===== config.mk =====
export PLATFORM = sky130hd
export DESIGN_NAME = mips_decode_pipe_flat
export DESIGN_NICKNAME = d
export VERILOG_FILES = /design/src/rtl/mips_decode_pkg.sv /design/src/rtl/mips_decode_pipe_if.sv /design/src/rtl/mips_decode_comb.sv /design/src/rtl/mips_decode_pipe.sv /design/src/flat_wrapper.sv
export SDC_FILE = /design/constraint.sdc
export NUM_CORES = 1
export LEC_CHECK = 0
export BUFFER_PORTS_ARGS = -buffer_cell sky130_fd_sc_hd__buf_2
export CORE_MARGIN = 4
export CORE_UTILIZATION = 50
export DETAILED_ROUTE_END_ITERATION = 10
export PLACE_DENSITY_LB_ADDON = 0.2
export SKIP_CTS_REPAIR_TIMING = 1
export SKIP_LAST_GASP = 1
export SLEW_MARGIN = 20
export SYNTH_ARGS = -nofsm -noshare
export SYNTH_HDL_FRONTEND = slang
export SYNTH_SLANG_ARGS = --single-unit
export TNS_END_PERCENT = 20

===== constraint.sdc =====
create_clock -name clock -period 2.3 [get_ports clock]
set_input_delay 0.115 -clock clock [delete_from_list [all_inputs] [get_ports clock]]
set_output_delay 0.115 -clock clock [all_outputs]
set_load 0.01 [all_outputs]

===== src/rtl/mips_decode_pkg.sv =====
// Opcode/funct encodings, ALU operation codes and the decoded control bundle
// shared by the decode stage and its combinational decoder.
package mips_decode_pkg;

   localparam logic [5:0] OP_RTYPE   = 6'h00;
   localparam logic [5:0] OP_ADDI    = 6'h08;
   localparam logic [5:0] OP_ANDI    = 6'h0c;
   localparam logic [5:0] OP_ORI     = 6'h0d;
   localparam logic [5:0] OP_XORI    = 6'h0e;

   localparam logic [5:0] FUNCT_ADD  = 6'h20;
   localparam logic [5:0] FUNCT_SUB  = 6'h22;
   localparam logic [5:0] FUNCT_AND  = 6'h24;
   localparam logic [5:0] FUNCT_OR   = 6'h25;
   localparam logic [5:0] FUNCT_XOR  = 6'h26;
   localparam logic [5:0] FUNCT_NOR  = 6'h27;

   localparam logic [2:0] ALU_NONE   = 3'd0;
   localparam logic [2:0] ALU_ADD    = 3'd2;
   localparam logic [2:0] ALU_SUB    = 3'd3;
   localparam logic [2:0] ALU_AND    = 3'd4;
   localparam logic [2:0] ALU_OR     = 3'd5;
   localparam logic [2:0] ALU_NOR    = 3'd6;
   localparam logic [2:0] ALU_XOR    = 3'd7;

   // The immediate is kept as its raw 16 bits plus a sign-extend flag so the
   // queue width does not depend on IMM_W; extension happens at the output.
   typedef struct packed {
      logic [2:0]  alu_op;
      logic        rd_src;
      logic        alu_src2;
      logic        writeenable;
      logic        except;
      logic [4:0]  rs;
      logic [4:0]  rt;
      logic [4:0]  rd;
      logic [15:0] imm16;
      logic        imm_sext;
   } bundle_t;

endpackage


===== src/rtl/mips_decode_pipe_if.sv =====
// Instruction-in / control-bundle-out handshake bus of the decode stage.
interface mips_decode_pipe_if #(parameter int IMM_W = 32);

   logic             in_valid;
   logic             in_ready;
   logic [31:0]      instr;
   logic             out_valid;
   logic             out_ready;
   logic [2:0]       alu_op;
   logic             rd_src;
   logic             alu_src2;
   logic             writeenable;
   logic             except;
   logic [4:0]       rs;
   logic [4:0]       rt;
   logic [4:0]       rd;
   logic [IMM_W-1:0] imm;

   modport master (
      output in_valid, instr, out_ready,
      input  in_ready, out_valid, alu_op, rd_src, alu_src2, writeenable,
             except, rs, rt, rd, imm
   );

   modport slave (
      input  in_valid, instr, out_ready,
      output in_ready, out_valid, alu_op, rd_src, alu_src2, writeenable,
             except, rs, rt, rd, imm
   );

endinterface


===== src/rtl/mips_decode_comb.sv =====
// Pure combinational MIPS arithmetic decoder: instruction word to control bundle.
module mips_decode_comb
   import mips_decode_pkg::*;
(
   input  logic [31:0] instr,
   output bundle_t     bundle
);

   // Opcode/funct decode; unrecognised encodings collapse to the exception bundle
   always_comb begin
      bundle          = '0;
      bundle.rs       = instr[25:21];
      bundle.rt       = instr[20:16];
      bundle.rd       = instr[15:11];
      case (instr[31:26])
         OP_RTYPE: begin
            case (instr[5:0])
               FUNCT_ADD: bundle.alu_op = ALU_ADD;
               FUNCT_SUB: bundle.alu_op = ALU_SUB;
               FUNCT_AND: bundle.alu_op = ALU_AND;
               FUNCT_OR:  bundle.alu_op = ALU_OR;
               FUNCT_NOR: bundle.alu_op = ALU_NOR;
               FUNCT_XOR: bundle.alu_op = ALU_XOR;
               default:   bundle.except = 1'b1;
            endcase
         end
         OP_ADDI: begin
            bundle.alu_op   = ALU_ADD;
            bundle.imm16    = instr[15:0];
            bundle.imm_sext = 1'b1;
         end
         OP_ANDI: begin
            bundle.alu_op = ALU_AND;
            bundle.imm16  = instr[15:0];
         end
         OP_ORI: begin
            bundle.alu_op = ALU_OR;
            bundle.imm16  = instr[15:0];
         end
         OP_XORI: begin
            bundle.alu_op = ALU_XOR;
            bundle.imm16  = instr[15:0];
         end
         default: bundle.except = 1'b1;
      endcase

      if (bundle.except) begin
         bundle.alu_op      = ALU_NONE;
         bundle.writeenable = 1'b0;
         bundle.rd_src      = 1'b1;
         bundle.alu_src2    = 1'b1;
         bundle.imm16       = 16'h0000;
         bundle.imm_sext    = 1'b0;
      end else begin
         bundle.writeenable = 1'b1;
         bundle.rd_src      = (instr[31:26] != OP_RTYPE);
         bundle.alu_src2    = (instr[31:26] != OP_RTYPE);
      end
   end

endmodule


===== src/rtl/mips_decode_pipe.sv =====
// Registered MIPS arithmetic decode stage: decode on accept, DEPTH-entry output
// queue with valid/ready on both sides, and exception count/capture.
module mips_decode_pipe
   import mips_decode_pkg::*;
#(
   parameter int DEPTH = 2,
   parameter int CNT_W = 8,
   parameter int IMM_W = 32
) (
   input  logic              clock,
   input  logic              reset_n,
   input  logic              flush,
   input  logic              exc_clear,
   mips_decode_pipe_if.slave bus,
   output logic [CNT_W-1:0]  exc_count,
   output logic              exc_seen,
   output logic [31:0]       exc_instr
);

   localparam int CQ_W  = $clog2(DEPTH + 1);
   localparam int PTR_W = (DEPTH > 1) ? $clog2(DEPTH) : 1;

   bundle_t          dec_s;
   bundle_t          q_r [DEPTH];
   bundle_t          out_r;
   bundle_t          head_nx_s;
   logic [CQ_W-1:0]  count_r;
   logic [CQ_W-1:0]  count_nx_s;
   logic [PTR_W-1:0] wr_ptr_r;
   logic [PTR_W-1:0] rd_ptr_r;
   logic [PTR_W-1:0] wr_nx_s;
   logic [PTR_W-1:0] rd_nx_s;
   logic             out_valid_r;
   logic             push_s;
   logic             pop_s;
   logic             exc_acc_s;
   logic [CNT_W-1:0] exc_count_r;
   logic             exc_seen_r;
   logic [31:0]      exc_instr_r;
   logic [IMM_W-1:0] imm_s;

   function automatic logic [PTR_W-1:0] ptr_inc(input logic [PTR_W-1:0] p);
      return (p == PTR_W'(DEPTH - 1)) ? {PTR_W{1'b0}} : p + 1'b1;
   endfunction

   mips_decode_comb u_dec (
      .instr  (bus.instr),
      .bundle (dec_s)
   );

   assign bus.in_ready = (count_r < CQ_W'(DEPTH)) || bus.out_ready;
   assign push_s       = bus.in_valid && bus.in_ready && !flush;
   assign pop_s        = out_valid_r && bus.out_ready && !flush;
   assign exc_acc_s    = push_s && dec_s.except;

   // Next queue state; the output register is preloaded with the next head so
   // that it always mirrors the head and holds the last popped entry when empty
   always_comb begin
      count_nx_s = count_r;
      rd_nx_s    = rd_ptr_r;
      wr_nx_s    = wr_ptr_r;
      head_nx_s  = out_r;
      if (flush) begin
         count_nx_s = {CQ_W{1'b0}};
         rd_nx_s    = {PTR_W{1'b0}};
         wr_nx_s    = {PTR_W{1'b0}};
      end else begin
         rd_nx_s    = pop_s  ? ptr_inc(rd_ptr_r) : rd_ptr_r;
         wr_nx_s    = push_s ? ptr_inc(wr_ptr_r) : wr_ptr_r;
         count_nx_s = count_r + CQ_W'(push_s) - CQ_W'(pop_s);
         if (count_nx_s == {CQ_W{1'b0}}) begin
            head_nx_s = out_r;
         end else if (count_r == CQ_W'(pop_s)) begin
            head_nx_s = dec_s;
         end else begin
            head_nx_s = q_r[rd_nx_s];
         end
      end
   end

   // Queue storage, pointers, occupancy and head register
   always_ff @(posedge clock or negedge reset_n) begin
      if (!reset_n) begin
         for (int i = 0; i < DEPTH; i++) begin
            q_r[i] <= '0;
         end
         count_r     <= {CQ_W{1'b0}};
         rd_ptr_r    <= {PTR_W{1'b0}};
         wr_ptr_r    <= {PTR_W{1'b0}};
         out_r       <= '0;
         out_valid_r <= 1'b0;
      end else begin
         if (push_s) begin
            q_r[wr_ptr_r] <= dec_s;
         end
         count_r     <= count_nx_s;
         rd_ptr_r    <= rd_nx_s;
         wr_ptr_r    <= wr_nx_s;
         out_r       <= head_nx_s;
         out_valid_r <= (count_nx_s != {CQ_W{1'b0}});
      end
   end

   // Exception counter, sticky flag and first-offender capture; clear wins
   // over history but not over an exception accepted in the same cycle
   always_ff @(posedge clock or negedge reset_n) begin
      if (!reset_n) begin
         exc_count_r <= {CNT_W{1'b0}};
         exc_seen_r  <= 1'b0;
         exc_instr_r <= 32'h0000_0000;
      end else if (exc_clear) begin
         exc_count_r <= exc_acc_s ? CNT_W'(1) : {CNT_W{1'b0}};
         exc_seen_r  <= exc_acc_s;
         exc_instr_r <= exc_acc_s ? bus.instr : 32'h0000_0000;
      end else if (exc_acc_s) begin
         if (exc_count_r != {CNT_W{1'b1}}) begin
            exc_count_r <= exc_count_r + 1'b1;
         end
         if (!exc_seen_r) begin
            exc_seen_r  <= 1'b1;
            exc_instr_r <= bus.instr;
         end
      end
   end

   // Immediate extension of the registered head entry
   always_comb begin
      if (out_r.imm_sext) begin
         imm_s = IMM_W'($signed(out_r.imm16));
      end else begin
         imm_s = IMM_W'(out_r.imm16);
      end
   end

   assign bus.out_valid   = out_valid_r;
   assign bus.alu_op      = out_r.alu_op;
   assign bus.rd_src      = out_r.rd_src;
   assign bus.alu_src2    = out_r.alu_src2;
   assign bus.writeenable = out_r.writeenable;
   assign bus.except      = out_r.except;
   assign bus.rs          = out_r.rs;
   assign bus.rt          = out_r.rt;
   assign bus.rd          = out_r.rd;
   assign bus.imm         = imm_s;
   assign exc_count       = exc_count_r;
   assign exc_seen        = exc_seen_r;
   assign exc_instr       = exc_instr_r;

endmodule


===== src/flat_wrapper.sv =====
// flat-port wrapper written by rule: the top's interface ports become plain ports
module mips_decode_pipe_flat import mips_decode_pkg::*;
#(
   parameter int DEPTH = 2,
   parameter int CNT_W = 8,
   parameter int IMM_W = 32
)
  (clock, reset_n, flush, exc_clear, exc_count, exc_seen, exc_instr, bus_in_valid, bus_instr, bus_out_ready, bus_in_ready, bus_out_valid, bus_alu_op, bus_rd_src, bus_alu_src2, bus_writeenable, bus_except, bus_rs, bus_rt, bus_rd, bus_imm);
  mips_decode_pipe_if #(.IMM_W(IMM_W)) bus_i ();
  input  logic clock;
  input  logic reset_n;
  input  logic flush;
  input  logic exc_clear;
  output logic [CNT_W-1:0] exc_count;
  output logic exc_seen;
  output logic [31:0] exc_instr;
  input wire logic [$bits(bus_i.in_valid)-1:0] bus_in_valid;
  input wire logic [$bits(bus_i.instr)-1:0] bus_instr;
  input wire logic [$bits(bus_i.out_ready)-1:0] bus_out_ready;
  output wire logic [$bits(bus_i.in_ready)-1:0] bus_in_ready;
  output wire logic [$bits(bus_i.out_valid)-1:0] bus_out_valid;
  output wire logic [$bits(bus_i.alu_op)-1:0] bus_alu_op;
  output wire logic [$bits(bus_i.rd_src)-1:0] bus_rd_src;
  output wire logic [$bits(bus_i.alu_src2)-1:0] bus_alu_src2;
  output wire logic [$bits(bus_i.writeenable)-1:0] bus_writeenable;
  output wire logic [$bits(bus_i.except)-1:0] bus_except;
  output wire logic [$bits(bus_i.rs)-1:0] bus_rs;
  output wire logic [$bits(bus_i.rt)-1:0] bus_rt;
  output wire logic [$bits(bus_i.rd)-1:0] bus_rd;
  output wire logic [$bits(bus_i.imm)-1:0] bus_imm;
  assign bus_i.in_valid = bus_in_valid;
  assign bus_i.instr = bus_instr;
  assign bus_i.out_ready = bus_out_ready;
  assign bus_in_ready = bus_i.in_ready;
  assign bus_out_valid = bus_i.out_valid;
  assign bus_alu_op = bus_i.alu_op;
  assign bus_rd_src = bus_i.rd_src;
  assign bus_alu_src2 = bus_i.alu_src2;
  assign bus_writeenable = bus_i.writeenable;
  assign bus_except = bus_i.except;
  assign bus_rs = bus_i.rs;
  assign bus_rt = bus_i.rt;
  assign bus_rd = bus_i.rd;
  assign bus_imm = bus_i.imm;
  mips_decode_pipe #(.DEPTH(DEPTH), .CNT_W(CNT_W), .IMM_W(IMM_W)) u_core (.clock(clock), .reset_n(reset_n), .flush(flush), .exc_clear(exc_clear), .bus(bus_i), .exc_count(exc_count), .exc_seen(exc_seen), .exc_instr(exc_instr));
endmodule

== Word level (Yosys, flattened, before mapping) ==
Index checks and enable logic that the tools add are counted.

* Output and inout bits: 97
* Latch bits: 0
* Memory bits (writable): 0
* Register bits after elaboration: 163
* Memory bits (read-only): 0
* Memories: 0

* $lt $le $gt $ge: 4
* $add $sub $neg: 5
* Shift operators: 0
* Mux-type cells: 34
* Bitwise gates (word level): 4
* Multipliers: 0
* Div/mod/pow operators: 0
* Reduce and logical (&&, ||, !) cells: 20
* Equal/unequal tests: 13

{| class="wikitable"
|+ Operators by type and width
! kind !! count
|-
| $mux 39 || 5
|-
| $mux 32 || 5
|-
| $bwmux 78 || 1
|-
| $demux 39 s1 || 1
|-
| $eq 6x6->1 const B || 6
|-
| $eq 6x4->1 const B || 4
|-
| $mux 8 || 3
|-
| $pmux 3 s6 || 1
|-
| $mux 17 || 1
|-
| $mux 16 || 1
|-
| $pmux 3 s5 || 1
|-
| $mux 1 || 11
|-
| $add 8x1->8 const B || 1
|-
| $ne 8x8->1 const B || 1
|-
| $reduce_bool 2->1 || 4
|-
| $logic_and 1x1->1 || 6
|-
| $logic_not 6->1 || 1
|-
| $mux 3 || 2
|-
| $reduce_and 2->1 || 3
|-
| $reduce_bool 6->1 || 1
|-
| $reduce_or 6->1 || 1
|-
| $ge 2x2->1 const B || 2
|-
| $not 1->2 || 2
|-
| $reduce_or 4->1 || 1
|-
| 13 further kinds || 15
|}

== Depth between registers and ports, before layout ==
* Depth after elaboration: 9
* Gate-level depth with buffers: 12

== Cells and area by module ==
A second synthesis with hierarchy kept.

* Cells, all modules: 792
* Area total of the unflattened synthesis: 8568.2 µm²

{| class="wikitable"
|+ Modules (own cells, without submodules)
! module !! seq. area each (µm²) !! cells each !! times used !! area each (µm²)
|-
| mips_decode_pipe || 4078.9 || 731 || 1 || 8090.3
|-
| mips_decode_comb || 0.0 || 61 || 1 || 478.0
|}

== Worst setup path before layout ==
OpenSTA, ideal clock, no wires.

* Path type: register to register
* Start point: register u_core.count_r[1]
* End point: register u_core.out_r, in the netlist u_core.bus.rd[0]
* Data required time: 2182 ps
* Buffers on the path: 2
* Slack: -80 ps
* Stages on the path, launching flop included: 11
* Arrival: 2262 ps
* Path through: dfrtp_1 nor2b_1 or3_1 inv_1 ha_1 nor2b_1 nor2_1 clkbuf_1 buf_1 a211oi_1 a21o_1

* Word-level cells in the longest chain between the ends: 9
* Elaborated cells between the ends (all ways): 11
* Classes of those cells: add/sub: 2; order compare: 1; eq/ne: 1; mux: 1; bitwise: 1; reduce/logical: 5

{| class="wikitable"
|+ RTL lines
! what !! RTL line !! text
|-
| start, declared || mips_decode_pipe.sv:27 || <nowiki>logic [CQ_W-1:0] count_r;</nowiki>
|-
| start signal, assigned || mips_decode_pipe.sv:87 || <nowiki>count_r <= {CQ_W{1'b0}};</nowiki>
|-
| start signal, assigned || mips_decode_pipe.sv:96 || <nowiki>count_r <= count_nx_s;</nowiki>
|-
| $lt 2x2->1 || mips_decode_pipe.sv:51 || <nowiki>assign bus.in_ready = (count_r < CQ_W'(DEPTH)) || bus.out_ready;</nowiki>
|-
| $logic_or 1x1->1 || mips_decode_pipe.sv:51 ||
|-
| $logic_and 1x1->1 (2 in a row) || mips_decode_pipe.sv:52 || <nowiki>assign push_s = bus.in_valid && bus.in_ready && !flush;</nowiki>
|-
| $add 2x1->2 || mips_decode_pipe.sv:70 || <nowiki>count_nx_s = count_r + CQ_W'(push_s) - CQ_W'(pop_s);</nowiki>
|-
| $sub 2x1->2 || mips_decode_pipe.sv:70 ||
|-
| $logic_not 2->1 || mips_decode_pipe.sv:71 || <nowiki>if (count_nx_s == {CQ_W{1'b0}}) begin</nowiki>
|-
| $not 1->1 (no source line) || -- ||
|-
| $reduce_and 2->1 (no source line) || -- ||
|-
| end signal, assigned || mips_decode_pipe.sv:99 || <nowiki>out_r <= head_nx_s;</nowiki>
|-
| end, declared || mips_decode_pipe.sv:25 || <nowiki>bundle_t out_r;</nowiki>
|}

Several ways; a longest one is shown, not always the timed one.
A chain may end at the register's enable or synchronous reset.

== Worst setup path after layout ==
* Start point: register u_core.count_r[1]
* End point: register u_core.out_r, in the netlist u_core.bus.rd[1]

Same word-level chain as after synthesis.

==> impl_metrics.ini <==
[run_status]
outcome = finished clean

[clocking]
clk_pin_slew_worst_paths_ns = 0.06
clk_latency_ns = 0.42
ctsHtreeMaxLevel = 4
cts_sinks = 160
clockRootBuffer = clkbuf_16
tritoncts = built
clockBufferDepth = 2
cts_buffers = 17

[critical_path]
reg2regPathDepth = 10
crit_fanout = 55
crit_path_end_kind = flip-flop
crit_type = reg -> reg
worstPathRequired_ns = 2.67
worst_setup_path_start_kind = flip-flop
critical_path_arrival_ns = 2.64
ff2ff_setup_slack_ns = 0.03

[drt]
vias = 5609
drt_iter0_markers = 353
first_pass_iters = 5
wl_per_cell_um = 17.6
drtAntennaViolNets = 0
route.detailed.drc = 0
via_per_inst = 5.56
wirelength_mm = 17.8

[synthesis]
yosysSeqAreaShare_pct = 54.6
netlist_area_um2 = 7330
syn_inst = 703
synth_edf_count = 0
synth_cell_type_count = 46
ys_ff_latch = 160
ys.flop_type = dfrtp_1
ys.warnings.count = 0
syn_avg_cell_area_um2 = 10.4
synth_nets = 744
async_flop_share_pct = 100

[die]
initial_core_util_pct = 52.0
die_x_um = 129
core-area_um2 = 14100
pin_count = 135
fp.dieArea_um2 = 16700
die_y_um = 129
rows = 43

[timing]
period_needed_ns = 2.27
finClkSkew_ns = 0.00930
hold_viol_final = 0
whs_ns = 0.00327
rsz0062_at_grt = true
max_freq_ghz = 0.441
setup-violations-final = 0
maxSlewHeadroom_pct = 35.5
drv_slew = 0
tightest_slew_ns = 0.965
finalCritPeriodShare_pct = 98.6

[layout]
drive_gt1_share_pct = 27.4
num_antenna_cells = 0
fin_nets = 858
syn2layout_area_growth_pct = 21.4

[global_routing]
grt_max_degree = 63
grt_pass1_vias = 5605
antenna_found_initial = 0
grt.total_usage_pct = 21.7
gr-total-overflow = 0
grt_pass1_wl_mm = 28.7

[placement]
hpwlAfterDp_mm = 11.5
port_buffers = 134
place_congestion = 0.813

[worst_hold_path]
hold_class = in -> reg
hold_depth = 2

[pwr]
clock_power_share_pct = 29.3
p_switching_w = 0.00294
irDropWorstVdd_mv = 0.563
leakagePower_nw = 4.62
finalPower_w = 0.00912
power_frac_comb_pct = 28.9
internal-power_w = 0.00617
power_density_nw_per_um2 = 1020
switching_share_pct = 32.3
pwr-share-seq_pct = 41.9

[flow_run]
maxCapViolCount = 0
path summary, 6_finish.rpt:
kind                                    from                   to
max                        u_core.count_r[1]     u_core.bus.rd[1]
max reg2reg                u_core.count_r[1]     u_core.bus.rd[1]
max in group asynchronous            reset_n     u_core.bus.rd[0]
min                             bus_instr[2]  u_core.exc_instr[2]
min reg2reg                 u_core.bus.rt[2]     u_core.bus.rt[2]
min in group asynchronous            reset_n  u_core.exc_instr[4]
synth_stat cells (all sizes together) (2+ instances only):
master  count  area [um^2]
a211oi     16          120
a21o       16          120
a21oi      27          139
a22o       51          447
a32oi       2         17.5
and3        3         18.8
buf        67          455
clkbuf     28          105
dfrtp     160         4000
ha          3         37.5
inv        14         52.6
mux2       19          214
mux2i      37          370
nand2     118          443
nand2b      3         18.8
nand3      22          110
nand3b      2         15.0
nor2       30          113
nor2b       4         25.0
nor3        5         25.0
nor3b       2         15.0
o21ai      45          225
o31ai       5         37.5
or3         3         18.8
or4         2         15.0
xor2        3         26.3
through the flow:
stage	setup WS (ns)	instances	setup TNS [ns]	utilization (%)	instance area, um^2
2_1_floorplan	0.00237	703	0	-	7340
3_3_place_gp	0.129	948	0	56.9	8010
3_5_place_dp	0.0615	948	0	56.9	8010
4_1_cts	0.00587	979	0	60.8	8570
5_1_grt	-0.0836	1009	-2.55	63.2	8900
6_report	0.0320	1009	0	63.2	8900
power groups by stage:
stage | combinational (W) | clock [W] | sequential [W]
after floorplan | 0.00197 | 0 | 0.00378
after global placement | 0.00251 | 0 | 0.00383
after detailed placement | 0.00258 | 0 | 0.00385
after CTS | 0.00259 | 0.00271 | 0.00381
after global routing | 0.00289 | 0.00285 | 0.00389
final | 0.00263 | 0.00267 | 0.00382
area by class of cell:
type,instances,area [um^2]
Timing Repair Buffer,190,1250
Clock inverter,10,87.6
Fill cell,1156,5190
Tap cell,180,225
Sequential cell,160,4000
Multi-Input combinational cell,433,2810
Clock buffer,21,470
Inverter,15,56.3
state kept, by name, indices dropped and copies added (netlist names):
signal                  flops
u_core.bus.out_valid        1
u_core.count_r              2
u_core.exc_seen             1
u_core.out_r               17
u_core.rd_ptr_r             1
u_core.wr_ptr_r             1
u_core.bus.rd               5
u_core.bus.rt               5
u_core.bus.alu_src2         1
u_core.q_r                 76
u_core.exc_count            8
u_core.bus.rs               5
u_core.bus.writeenable      1
u_core.bus.except           1
u_core.exc_instr           32
u_core.bus.alu_op           3
worst max-delay path: stages, from the launching register on:
cell,delay (ns)
dfrtp_1,0.37
nor2b_1,0.15
or3_1,0.35
inv_1,0.10
ha_1,0.15
xnor3_1,0.25
nor2_4,0.13
nor2_4,0.06
buf_12,0.19
a211oi_1,0.31
a21o_1,0.12
logic make-up (layout without fill, tap and decap cells):
group	count (synthesis)	after routing	share of synthesized area (%)
buf+inv	110	236	8.41
flops	160	160	54.6
compound gates	170	170	16.0
xor+xnor	5	5	0.785
mux	56	56	7.97
simple gates	198	198	11.6
fa+ha+maj	4	4	0.665
cells in the final DEF (no fill, tap or decap), drive strengths merged, types with 2 or more instances in the layout:
cell type / n
nand3b: 2
nand2b: 3
and3: 3
clkinvlp: 5
clkbuf: 21
a211oi: 16
nor3: 5
ha: 3
a21o: 16
mux2: 19
nand2: 118
a21oi: 27
or3: 3
nor2b: 4
or4: 2
clkinv: 5
xor2: 3
dfrtp: 160
o31ai: 5
dlygate4sd3: 30
a22o: 51
inv: 14
mux2i: 37
nand3: 22
nor2: 30
buf: 160
o21ai: 45
nor3b: 2
a32oi: 2
layer usage:
metal	GRT usage (%)	wire, um	vias to the layer above
met3	5.69	1140	33
met1	29.2	7630	2767
li1	-	-	2623
met5	0	0	-
met4	8.03	378	0
met2	34.3	8600	186
Note: power is estimated with default switching activity, not from simulation.
